### src/rtl/wb_tag_pipe_pkg.sv
// Shared constants and tag type for the destination-register tag pipeline.
// The hazard and forwarding units import the same definitions.
package wb_tag_pipe_pkg;

    localparam int unsigned REG_W = 3;

    // Instruction field positions
    localparam int unsigned OP_MSB = 15;
    localparam int unsigned OP_LSB = 12;
    localparam int unsigned RD_MSB = 11;
    localparam int unsigned RD_LSB = 9;

    localparam logic [3:0] OP_MUL = 4'b0011;
    localparam logic [3:0] OP_LW  = 4'b1010;
    localparam logic [3:0] OP_SW  = 4'b1011;
    localparam logic [3:0] OP_BEQ = 4'b1100;

    typedef struct packed {
        logic [REG_W-1:0] rd;
        logic             wb_en;
    } tag_t;

    localparam tag_t TAG_BUBBLE = '0;

    // Every opcode up to and including LW writes a register.
    function automatic logic op_writes(input logic [3:0] opcode);
        return opcode <= OP_LW;
    endfunction

endpackage

### src/rtl/rd_decode.sv
// Combinational ID-stage decode of destination register, write enable and MUL flag.
// Invalid (bubble) slots always decode to rd 0 with no write.
module rd_decode
    import wb_tag_pipe_pkg::*;
(
    input  logic [15:0]      id_inst,
    input  logic             id_valid,
    output logic [REG_W-1:0] rd,
    output logic             wb_en,
    output logic             is_mul
);

    logic [3:0]       opcode;
    logic [REG_W-1:0] rd_field;
    logic             unused_imm;

    assign opcode     = id_inst[OP_MSB:OP_LSB];
    assign rd_field   = id_inst[RD_MSB:RD_LSB];
    assign unused_imm = ^id_inst[RD_LSB-1:0];

    assign rd     = id_valid ? rd_field : '0;
    // r0 is hardwired, so it is never tagged as a write target.
    assign wb_en  = id_valid && op_writes(opcode) && (rd_field != '0);
    assign is_mul = id_valid && (opcode == OP_MUL);

endmodule

### src/rtl/wb_tag_pipe.sv
// EX/MEM/WB destination-register tag pipeline feeding the hazard unit and the
// register-file write port; holds EX for the duration of a multi-cycle MUL.
module wb_tag_pipe
    import wb_tag_pipe_pkg::*;
#(
    parameter int unsigned MUL_LAT = 3,
    parameter int unsigned CNT_W   = 2
) (
    input  logic             clk,
    input  logic             rst,
    input  logic [15:0]      id_inst,
    input  logic             id_valid,
    input  logic             stall,
    input  logic             flush,
    output logic             ex_hold,
    output logic [REG_W-1:0] ex_rd,
    output logic             ex_wb_en,
    output logic [REG_W-1:0] mem_rd,
    output logic             mem_wb_en,
    output logic [REG_W-1:0] wb_rd,
    output logic             wb_wb_en
);

    tag_t             id_tag;
    logic             id_is_mul;
    tag_t             ex_q, ex_d;
    tag_t             mem_q, mem_d;
    tag_t             wb_q, wb_d;
    logic [CNT_W-1:0] cnt_q, cnt_d;

    rd_decode u_rd_decode (
        .id_inst (id_inst),
        .id_valid(id_valid),
        .rd      (id_tag.rd),
        .wb_en   (id_tag.wb_en),
        .is_mul  (id_is_mul)
    );

    assign ex_hold = (cnt_q != '0);

    always_comb begin
        ex_d  = ex_q;
        mem_d = ex_q;
        wb_d  = mem_q;
        cnt_d = cnt_q;
        if (ex_hold) begin
            // MUL still busy: EX frozen, MEM sees bubbles, stall/flush ignored.
            mem_d = TAG_BUBBLE;
            cnt_d = cnt_q - CNT_W'(1);
        end else if (flush || stall) begin
            ex_d = TAG_BUBBLE;
        end else begin
            ex_d = id_tag;
            if (id_is_mul && (MUL_LAT > 1)) begin
                cnt_d = CNT_W'(MUL_LAT - 1);
            end
        end
    end

    always_ff @(posedge clk or posedge rst) begin
        if (rst) begin
            ex_q  <= TAG_BUBBLE;
            mem_q <= TAG_BUBBLE;
            wb_q  <= TAG_BUBBLE;
            cnt_q <= '0;
        end else begin
            ex_q  <= ex_d;
            mem_q <= mem_d;
            wb_q  <= wb_d;
            cnt_q <= cnt_d;
        end
    end

    assign ex_rd     = ex_q.rd;
    assign ex_wb_en  = ex_q.wb_en;
    assign mem_rd    = mem_q.rd;
    assign mem_wb_en = mem_q.wb_en;
    assign wb_rd     = wb_q.rd;
    assign wb_wb_en  = wb_q.wb_en;

endmodule

### config.mk
export PLATFORM = sky130hd
export DESIGN_NAME = wb_tag_pipe
export DESIGN_NICKNAME = d
export VERILOG_FILES = /design/src/rtl/wb_tag_pipe_pkg.sv /design/src/rtl/rd_decode.sv /design/src/rtl/wb_tag_pipe.sv
export SDC_FILE = /design/constraint.sdc
export NUM_CORES = 1
export LEC_CHECK = 0
export ABC_AREA = 1
export CAP_MARGIN = 20
export CORE_ASPECT_RATIO = 1.2
export CORE_MARGIN = 10
export CORE_UTILIZATION = 30
export DETAILED_ROUTE_END_ITERATION = 10
export DONT_BUFFER_PORTS = 1
export PLACE_DENSITY_LB_ADDON = 0.3
export SYNTH_ARGS = -nofsm -noshare
export SYNTH_HDL_FRONTEND = slang
export SYNTH_SLANG_ARGS = --single-unit
### constraint.sdc
create_clock -name clk -period 1.2 [get_ports clk]
set_input_delay 0.18 -clock clk [delete_from_list [all_inputs] [get_ports clk]]
set_output_delay 0.18 -clock clk [all_outputs]
set_load 0.02 [all_outputs]
Yosys cells after proc, flatten, opt, wreduce, memory -nomap -nowiden
Cells that the tools add are included.

Input bits: 21. Output and inout bits: 13. Logic and storage cells: 25. Bits in registers: 14.

Reduce and logical (&&, ||, !) cells: 8. Magnitude comparators: 1. Multiplexer cells: 6. $add $sub $neg: 1. Eq/ne operators: 2.

Operators by type and width (number): 4-bit 2-to-1 mux (2); 2-bit 2-to-1 mux (3); 4-bit by 2-bit equality test with 1-bit output (second input constant) (1); 4-bit <= comparator (second input constant) (1); 2-bit nonzero test (2); 1-bit logical AND (3); 3-bit 2-to-1 mux (1); 3-bit nonzero test (1); 2-bit != test (second input constant) (1); 2-bit AND reduction (1); 2-bit by 1-bit subtractor with 2-bit output (second input constant) (1); 1-bit logical OR (1).

Logic depth before layout (Yosys ltp)
Gate-level depths: netlist (run 1).

Depth in word-level cells: 5. Gate-level depth with buffers: 7. Mapped depth without buffers: 7.

Modules after synthesis
Synthesis (run 1) repeated with hierarchy kept, for this count alone.

Cells, all modules: 70. Area, all modules: 609.3 µm².

By module, submodules not included: wb_tag_pipe (seq. area each 350.3 µm², area each 543.0 µm², cells an instance 53, instances 1); rd_decode (seq. area each 0.0 µm², area each 66.3 µm², cells an instance 17, instances 1).

Worst setup path after synthesis (run 1)
OpenSTA, ideal clock, no wires.

Kind: reg-to-reg. Start: register cnt_q[0]. End: register ex_q (netlist bit ex_rd[0]). Stages on the path, launching flop included: 7. Arrival time: 1.042 ns. Setup slack: 0.082 ns. Period minus slack after synthesis: 1.118 ns. Buffers on the path: 1. Data required time: 1.124 ns. Path through: dfrtp_1 -> inv_1 -> ha_1 -> buf_4 -> inv_1 -> nand2_1 -> o21ai_1.

Longest elaborated chain between the ends: 1.

Ends and longest elaborated chain: start: declaration (RTL line wb_tag_pipe.sv:29) `logic [CNT_W-1:0] cnt_q, cnt_d;`; start signal: assignment (RTL line wb_tag_pipe.sv:70) `cnt_q <= cnt_d;`; 2-bit nonzero test (RTL line wb_tag_pipe.sv:39) `assign ex_hold = (cnt_q != '0);`; via ex_hold (RTL line wb_tag_pipe.sv:15) `output logic ex_hold,`; end signal: assignment (RTL line wb_tag_pipe.sv:62) `ex_q <= TAG_BUBBLE;`; end signal: assignment (RTL line wb_tag_pipe.sv:67) `ex_q <= ex_d;`; end: declaration (RTL line wb_tag_pipe.sv:26) `tag_t ex_q, ex_d;`.

The timed path passes the listed nets, and every way through them passes these cells. A chain may end at the register's enable or synchronous reset.

Worst setup path in the final report (run 1)
Start: register cnt_q[0]. End: output ex_hold.

Longest elaborated chain between the ends: 1.

Ends and longest elaborated chain (RTL line): 2-bit nonzero test (wb_tag_pipe.sv:39); end: declaration (wb_tag_pipe.sv:15).

No other way between the ends.

==> results of run 1 <==
==> state kept, by name, summed over array words and instances, names as in the netlist <==
signal     cells
ex_rd          3
mem_rd         3
wb_rd          3
cnt_q          2
ex_wb_en       1
mem_wb_en      1
wb_wb_en       1
==> per-stage QoR <==
| stage | total power (W) | hold slack, ns |
|---|---|---|
| 2_1_floorplan | 0.000993 | 0.0692 |
| 3_3_place_gp | 0.00109 | 0.124 |
| 3_5_place_dp | 0.00110 | 0.123 |
| 4_1_cts | 0.00161 | 0.0470 |
| 5_1_grt | 0.00172 | 0.0524 |
| 6_report | 0.00160 | 0.0448 |
==> cell usage after synthesis <==
| cell | instances |
|---|---|
| a21oi_1 | 1 |
| buf_4 | 1 |
| dfrtp_1 | 14 |
| ha_1 | 2 |
| inv_1 | 15 |
| nand2_1 | 15 |
| nand2_2 | 3 |
| nand3_1 | 4 |
| nor2_2 | 1 |
| nor2_4 | 1 |
| o21ai_1 | 4 |
==> path summary, 6_finish.rpt <==
check                                             to  slack [ns]
max in group asynchronous       cnt_q[0]$_DFFE_PP0P_        0.49
worst min register to register    wb_wb_en$_DFF_PP0_        0.53
worst min-delay path            ex_rd[2]$_DFFE_PP0N_        0.04
worst max register to register  ex_rd[2]$_DFFE_PP0N_        0.14
worst max-delay path                         ex_hold       -0.03
min in group asynchronous        mem_wb_en$_DFF_PP0_        0.37
==> what timing repair did <==
item / 4_1_cts / 5_1_grt
hold buffers: 1 / 0
setup endpoints to repair: 1 / 4
pin swaps: 1 / 1
setup buffers: 4 / 1
resized for setup: 6 / 0
hold endpoints to repair: 14 / 0
==> cells in the final DEF, fill, tap and decap left out, drive strengths merged <==
master | Yosys | final
buf | 1 | 6
nand2 | 18 | 18
dfrtp | 14 | 14
o21ai | 4 | 4
dlygate4sd3 | 0 | 1
clkbuf | 0 | 4
a21oi | 1 | 1
ha | 2 | 2
nand3 | 4 | 4
nor2 | 2 | 2
inv | 15 | 15
==> kinds of logic (layout without fill, tap and decap cells) <==
group	count (synthesis)	in the layout	share of synthesized area, %
flops	14	14	60.7
buf+inv	16	26	11.1
simple gates	24	24	19.5
fa+ha+maj	2	2	4.34
compound gates	5	5	4.34
==> area by class of cell <==
cell class | instances | area, µm² | area share [%]
clock buffer | 4 | 36.3 | 5.18
timing repair buffer | 7 | 58.8 | 8.39
tap | 19 | 23.8 | 3.39
sequential | 14 | 350 | 50.0
multi-input combinational | 31 | 175 | 25.0
inverter | 15 | 56.3 | 8.04
==> power by group <==
| part | internal [W] | total, W | switching [W] |
|---|---|---|---|
| registers | 0.000566 | 0.000710 | 0.000144 |
| logic | 0.000268 | 0.000564 | 0.000295 |
| clock network | 0.000184 | 0.000327 | 0.000142 |
| total | 0.00102 | 0.00160 | 0.000582 |
==> routing by layer <==
metal	global-route usage, %	up-vias
met5	0	-
met4	3.37	0
met3	3.70	2
met2	9.28	21
met1	6.38	177
li1	-	199
==> key figures, run 1 <==
Placement
  – Placement Cell Area: 608 µm²
  – DP Wirelength: 881 µm
  – Cell count after placement: 81
  – Buffers on Ports: 0
  – GPL Wtd Cong: 0.670
  – Dpl ws: 0.123 ns

Clock tree
  – Num Clock Sinks: 14
  – TritonCTS clock tree: done
  – H-tree Lvls: 1
  – CTS root buffer: clkbuf_4
  – Worst-path clk slew: 0.08 ns
  – Clk_lat worst skew: 0.27 ns
  – Cts bufs inserted: 3
  – CTS max path bufs: 2

STA
  – Number of setup violations in the final report: 1
  – Hold Violations, Final: 0
  – Fin crit share: 102%
  – Post-layout min period: 1.23 ns
  – Slew Limit Headroom: 65.8%
  – Clk_skew: 0.00103 ns
  – Measured slew at the worst slew-check pin: 0.513 ns
  – RSZ-0062 raised after global routing: yes
  – Post-layout worst setup margin: -0.0299 ns
  – TNS Setup: -0.0299 ns
  – Max-slew violations: 0
  – Max Fclk: 813 MHz

Drt
  – Initial DRC count: 8
  – Met2 routed WL: 516 µm
  – DRC: 0
  – Wl on met1: 489 µm
  – Final wirelength: 1180 µm
  – DR top layer: met4
  – Met3 WL: 166 µm
  – Antenna-violating nets left: 0
  – Vias: 399
  – DRT Pass-1 Iters: 4
  – Routed wire per std cell: 13.1 µm
  – Vias per cell: 4.43

Synthesis
  – Top cell type's share of synthesized area: 60.7%
  – Sequential element share of the synthesized area: 60.7%
  – Synth area leaders: dfrtp_1, inv_1, nand2_1
  – Largest area contributor in the netlist: dfrtp_1
  – Syn Nets: 84
  – Synth Register Bits: 14
  – Syn avg cell area: 9.46 µm²
  – Cells after Synth: 61
  – Synth cell types: 11
  – Mapped Area: 577 µm²
  – YS warnings: 0

Setup path
  – Crit Path Max Fanout: 2
  – RR Startpoint: cnt_q[0]$_DFFE_PP0P_
  – Startpoint Class: register
  – Stages on worst setup path: 4
  – CP arrival: 1.05 ns
  – Family with the most delay on the worst path: flip-flops
  – Critical path class: reg2out
  – Crit-path cells: inv_2 > ha_4 > inv_2 > buf_6
  – Slowest stage delay, CP: 0.40 ns
  – CP Launch Point: cnt_q[0]$_DFFE_PP0P_
  – Buf+Inv Stages, Crit Path: 3
  – Worst-case reg-to-reg path depth: 5
  – CP endpoint kind: output port
  – Worst EP required: 1.02 ns
  – Max stage delay cell, worst path: dfrtp_1
  – Cell mode on critical path: inv_2

Cells and area
  – Nets: 95
  – Finished Cell Area: 701 µm²
  – Antenna Cells: 0
  – Final core utilization: 38.3%
  – Layout area overhead: 21.5%
  – Share of layout cells above drive strength 1: 26.8%
  – Layout fillers: 185
  – Non-Filler Instances: 90

GRT
  – First-pass GRT wire length: 1860 µm
  – Antenna violations before repair: 0
  – Largest net degree at the start of global routing: 15
  – GRT Total Usage: 6.10%
  – Number of global-route vias before repair: 438
  – Gr ovfl total: 0

Min path
  – Worst Hold Class: in2reg
  – Hold_sp: id_inst[11]
  – Hold depth: 2

Power
  – Pwr Density: 2280 nW/µm²
  – Pleak: 0.400 nW
  – VDD IR max: 0.931 mV

Outcome
  – Status: complete, but fails checks
  – Failing checks: negative setup slack

Run
  – Max-cap violations: 0

Floorplanning
  – # IOs: 34
  – Die Span Y: 68.0 µm
  – Initial Util: 31.5%
  – FP Rows: 17
  – Die W: 60.0 µm
  – Placeable Area: 1830 µm²
  – Die Footprint: 4080 µm²
Power figures use the tool's default switching activity.
==> run 2: changes to the inputs <==
--- a/config.mk
+++ b/config.mk
@@ -7,11 +7,12 @@
 export LEC_CHECK = 0
 export ABC_AREA = 1
 export CAP_MARGIN = 20
+export CELL_PAD_IN_SITES_DETAIL_PLACEMENT = 0
+export CELL_PAD_IN_SITES_GLOBAL_PLACEMENT = 1
 export CORE_ASPECT_RATIO = 1.2
 export CORE_MARGIN = 10
-export CORE_UTILIZATION = 30
+export CORE_UTILIZATION = 25
 export DETAILED_ROUTE_END_ITERATION = 10
-export DONT_BUFFER_PORTS = 1
 export PLACE_DENSITY_LB_ADDON = 0.3
 export SYNTH_ARGS = -nofsm -noshare
 export SYNTH_HDL_FRONTEND = slang
==> key figures, run 2 (synthesis results as in run 1) <==
Outcome
  – Status: complete, but fails checks
  – Failing checks: negative setup slack

Setup path
  – CP endpoint kind: output port
  – Reg2reg setup slack: 0.14 ns (about the same)
  – Critical path class: reg2out
  – Crit Path Max Fanout: 2 (unchanged)
  – Startpoint Class: register
  – CP arrival: 1.03 ns (-0.02 ns)
  – RR Startpoint: cnt_q[0]$_DFFE_PP0P_
  – Worst EP required: 1.02 ns (about the same)
  – Worst-case reg-to-reg path depth: 5 (unchanged)
  – Reg-to-reg endpoint: ex_rd[1]$_DFFE_PP0N_

Clock tree
  – CTS root buffer: clkbuf_4
  – Cts bufs inserted: 3 (unchanged)
  – CTS max path bufs: 2 (unchanged)
  – H-tree Lvls: 1 (unchanged)
  – TritonCTS clock tree: done
  – Num Clock Sinks: 14 (unchanged)
  – Worst-path clk slew: 0.08 ns (about the same)
  – Clk_lat worst skew: 0.27 ns (about the same)

GRT
  – GRT Total Usage: 5.61% (-0.49 points)
  – Gr ovfl total: 0 (unchanged)
  – First-pass GRT wire length: 2150 µm (+16%)
  – Number of global-route vias before repair: 535 (+22%)
  – Antenna violations before repair: 0 (unchanged)
  – Largest net degree at the start of global routing: 15 (unchanged)

STA
  – Max Fclk: 824 MHz (+1.4%)
  – Measured slew at the worst slew-check pin: 0.223 ns (-0.290 ns)
  – Fin crit share: 101% (-1.4 points)
  – RSZ-0062 raised after global routing: yes
  – Clk_skew: 0.00161 ns (+0.000581 ns)
  – Slew Limit Headroom: 85.2% (+19 points)
  – Post-layout worst setup margin: -0.0135 ns (+0.0165 ns)
  – Post-layout min period: 1.21 ns (-0.0165 ns)
  – Hold Violations, Final: 0 (unchanged)
  – Max-slew violations: 0 (unchanged)
  – Number of setup violations in the final report: 1 (unchanged)

Power
  – Pleak: 0.531 nW (+33%)
  – VDD IR max: 0.845 mV (-9.2%)
  – Pwr Density: 1810 nW/µm² (-21%)

Drt
  – Vias per cell: 3.85 (-13%)
  – Initial DRC count: 7 (-1)
  – DRC: 0 (unchanged)
  – Vias: 489 (+23%)
  – Final wirelength: 1270 µm (+8.1%)
  – Routed wire per std cell: 10.0 µm (-23%)
  – DRT Pass-1 Iters: 2 (-2)
  – Antenna-violating nets left: 0 (unchanged)

Min path
  – Worst Hold Class: in2async

Placement
  – GPL Wtd Cong: 0.731 (+9.1%)
  – Buffers on Ports: 24 (+24)
  – DP Wirelength: 1090 µm (+23%)
  – Cell count after placement: 122 (+51%)

Cells and area
  – Layout area overhead: 64.9%
  – Commonest non-fill, non-tap cell in the layout: nand2_1
  – Share of layout cells above drive strength 1: 22.9% (-3.8 points)
  – Storage element area: 350 µm² (unchanged)
  – Non-Filler Instances: 127 (+41%)
  – Layout fillers: 243 (+31%)
  – Antenna Cells: 0 (unchanged)
  – Multi-input gate area: 175 µm² (unchanged)
  – Commonest non-fill, non-tap cells in the layout: nand2_1, dfrtp_1, inv_1
  – Nets: 120 (+26%)
  – Final core utilization: 42.1% (+3.8 points)

Floorplanning
  – Die W: 63.9 µm (+6.4%)
  – Die Span Y: 72.6 µm (+6.7%)
  – Placeable Area: 2260 µm² (+23%)
  – Initial Util: 25.5% (-6.0 points)
  – Die Footprint: 4640 µm² (+14%)
  – FP Rows: 19 (+2)
  – # IOs: 34 (unchanged)

Run
  – Max-cap violations: 0 (unchanged)
==> run 2: cell types whose count changed in the layout (fill, tap and decap cells not counted), sizes merged <==
cell           before  now
buf                 6    9
clkdlybuf4s50       0   11
dlygate4sd2         0    6
dlygate4sd3         1    0
clkdlybuf4s15       0    6
==> run 2: layer usage <==
metal  global-route usage, %  wire [µm]
met1                    5.44        564
met2                    9.08        561
met3                    3.53        148
met4                    2.92          0
met5                       0          0
==> run 2: worst max-delay path by stage <==
stage | cells after the start | slack, ns | from | endpoint
finish | 4 | -0.01 | cnt_q[0]$_DFFE_PP0P_ | ex_hold
global route | 4 | -0.08 | cnt_q[0]$_DFFE_PP0P_ | ex_hold
CTS | 4 | -0.1 | cnt_q[0]$_DFFE_PP0P_ | ex_hold
detailed placement | 4 | -0.25 | cnt_q[0]$_DFFE_PP0P_ | ex_hold
global placement | 4 | -0.22 | cnt_q[0]$_DFFE_PP0P_ | ex_hold
floorplan | 6 | 0.08 | cnt_q[0]$_DFFE_PP0P_ | ex_rd[0]$_DFFE_PP0N_
==> run 2: where the power goes <==
group          switching, W  total, W  internal, W
Combinational      0.000403  0.000776     0.000373
Sequential        0.0000495  0.000615     0.000566
Clock              0.000143  0.000328     0.000184
Total              0.000596   0.00172      0.00112
==> run 2: cell type report <==
cell class	count	area share, %
Clock buffer	4	3.82
Inverter	15	5.92
Multi-Input combinational cell	31	18.4
Sequential cell	14	36.8
Tap cell	31	4.08
Timing Repair Buffer	32	30.9
==> run 2: critical path, stage by stage, from the launching register on <==
cell and delay (ns):
dfrtp_1 0.40, inv_2 0.08, ha_4 0.13, inv_2 0.04
buf_6 0.12
==> run 2: timing repair <==
action,4_1_cts,5_1_grt
resized for setup,18,11
endpoints found under the setup margin,13,7
buffers inserted,0,1
endpoints found under the hold margin,0,0
pin swaps,0,1
hold buffers,0,0
==> run 2: stage by stage <==
step | hold slack [ns] | power (W) | cell area [µm²] | setup TNS (ns) | worst slack, ns
after CTS | 0.188 | 0.00166 | 921 | -0.0994 | -0.0994
after global routing | 0.230 | 0.00187 | 951 | -0.0750 | -0.0750
final | 0.194 | 0.00172 | 951 | -0.0135 | -0.0135
after floorplan | 0.0692 | 0.000993 | 577 | 0 | 0.0818
after detailed placement | 0.362 | 0.00137 | 901 | -0.246 | -0.246
after global placement | 0.360 | 0.00135 | 901 | -0.220 | -0.220
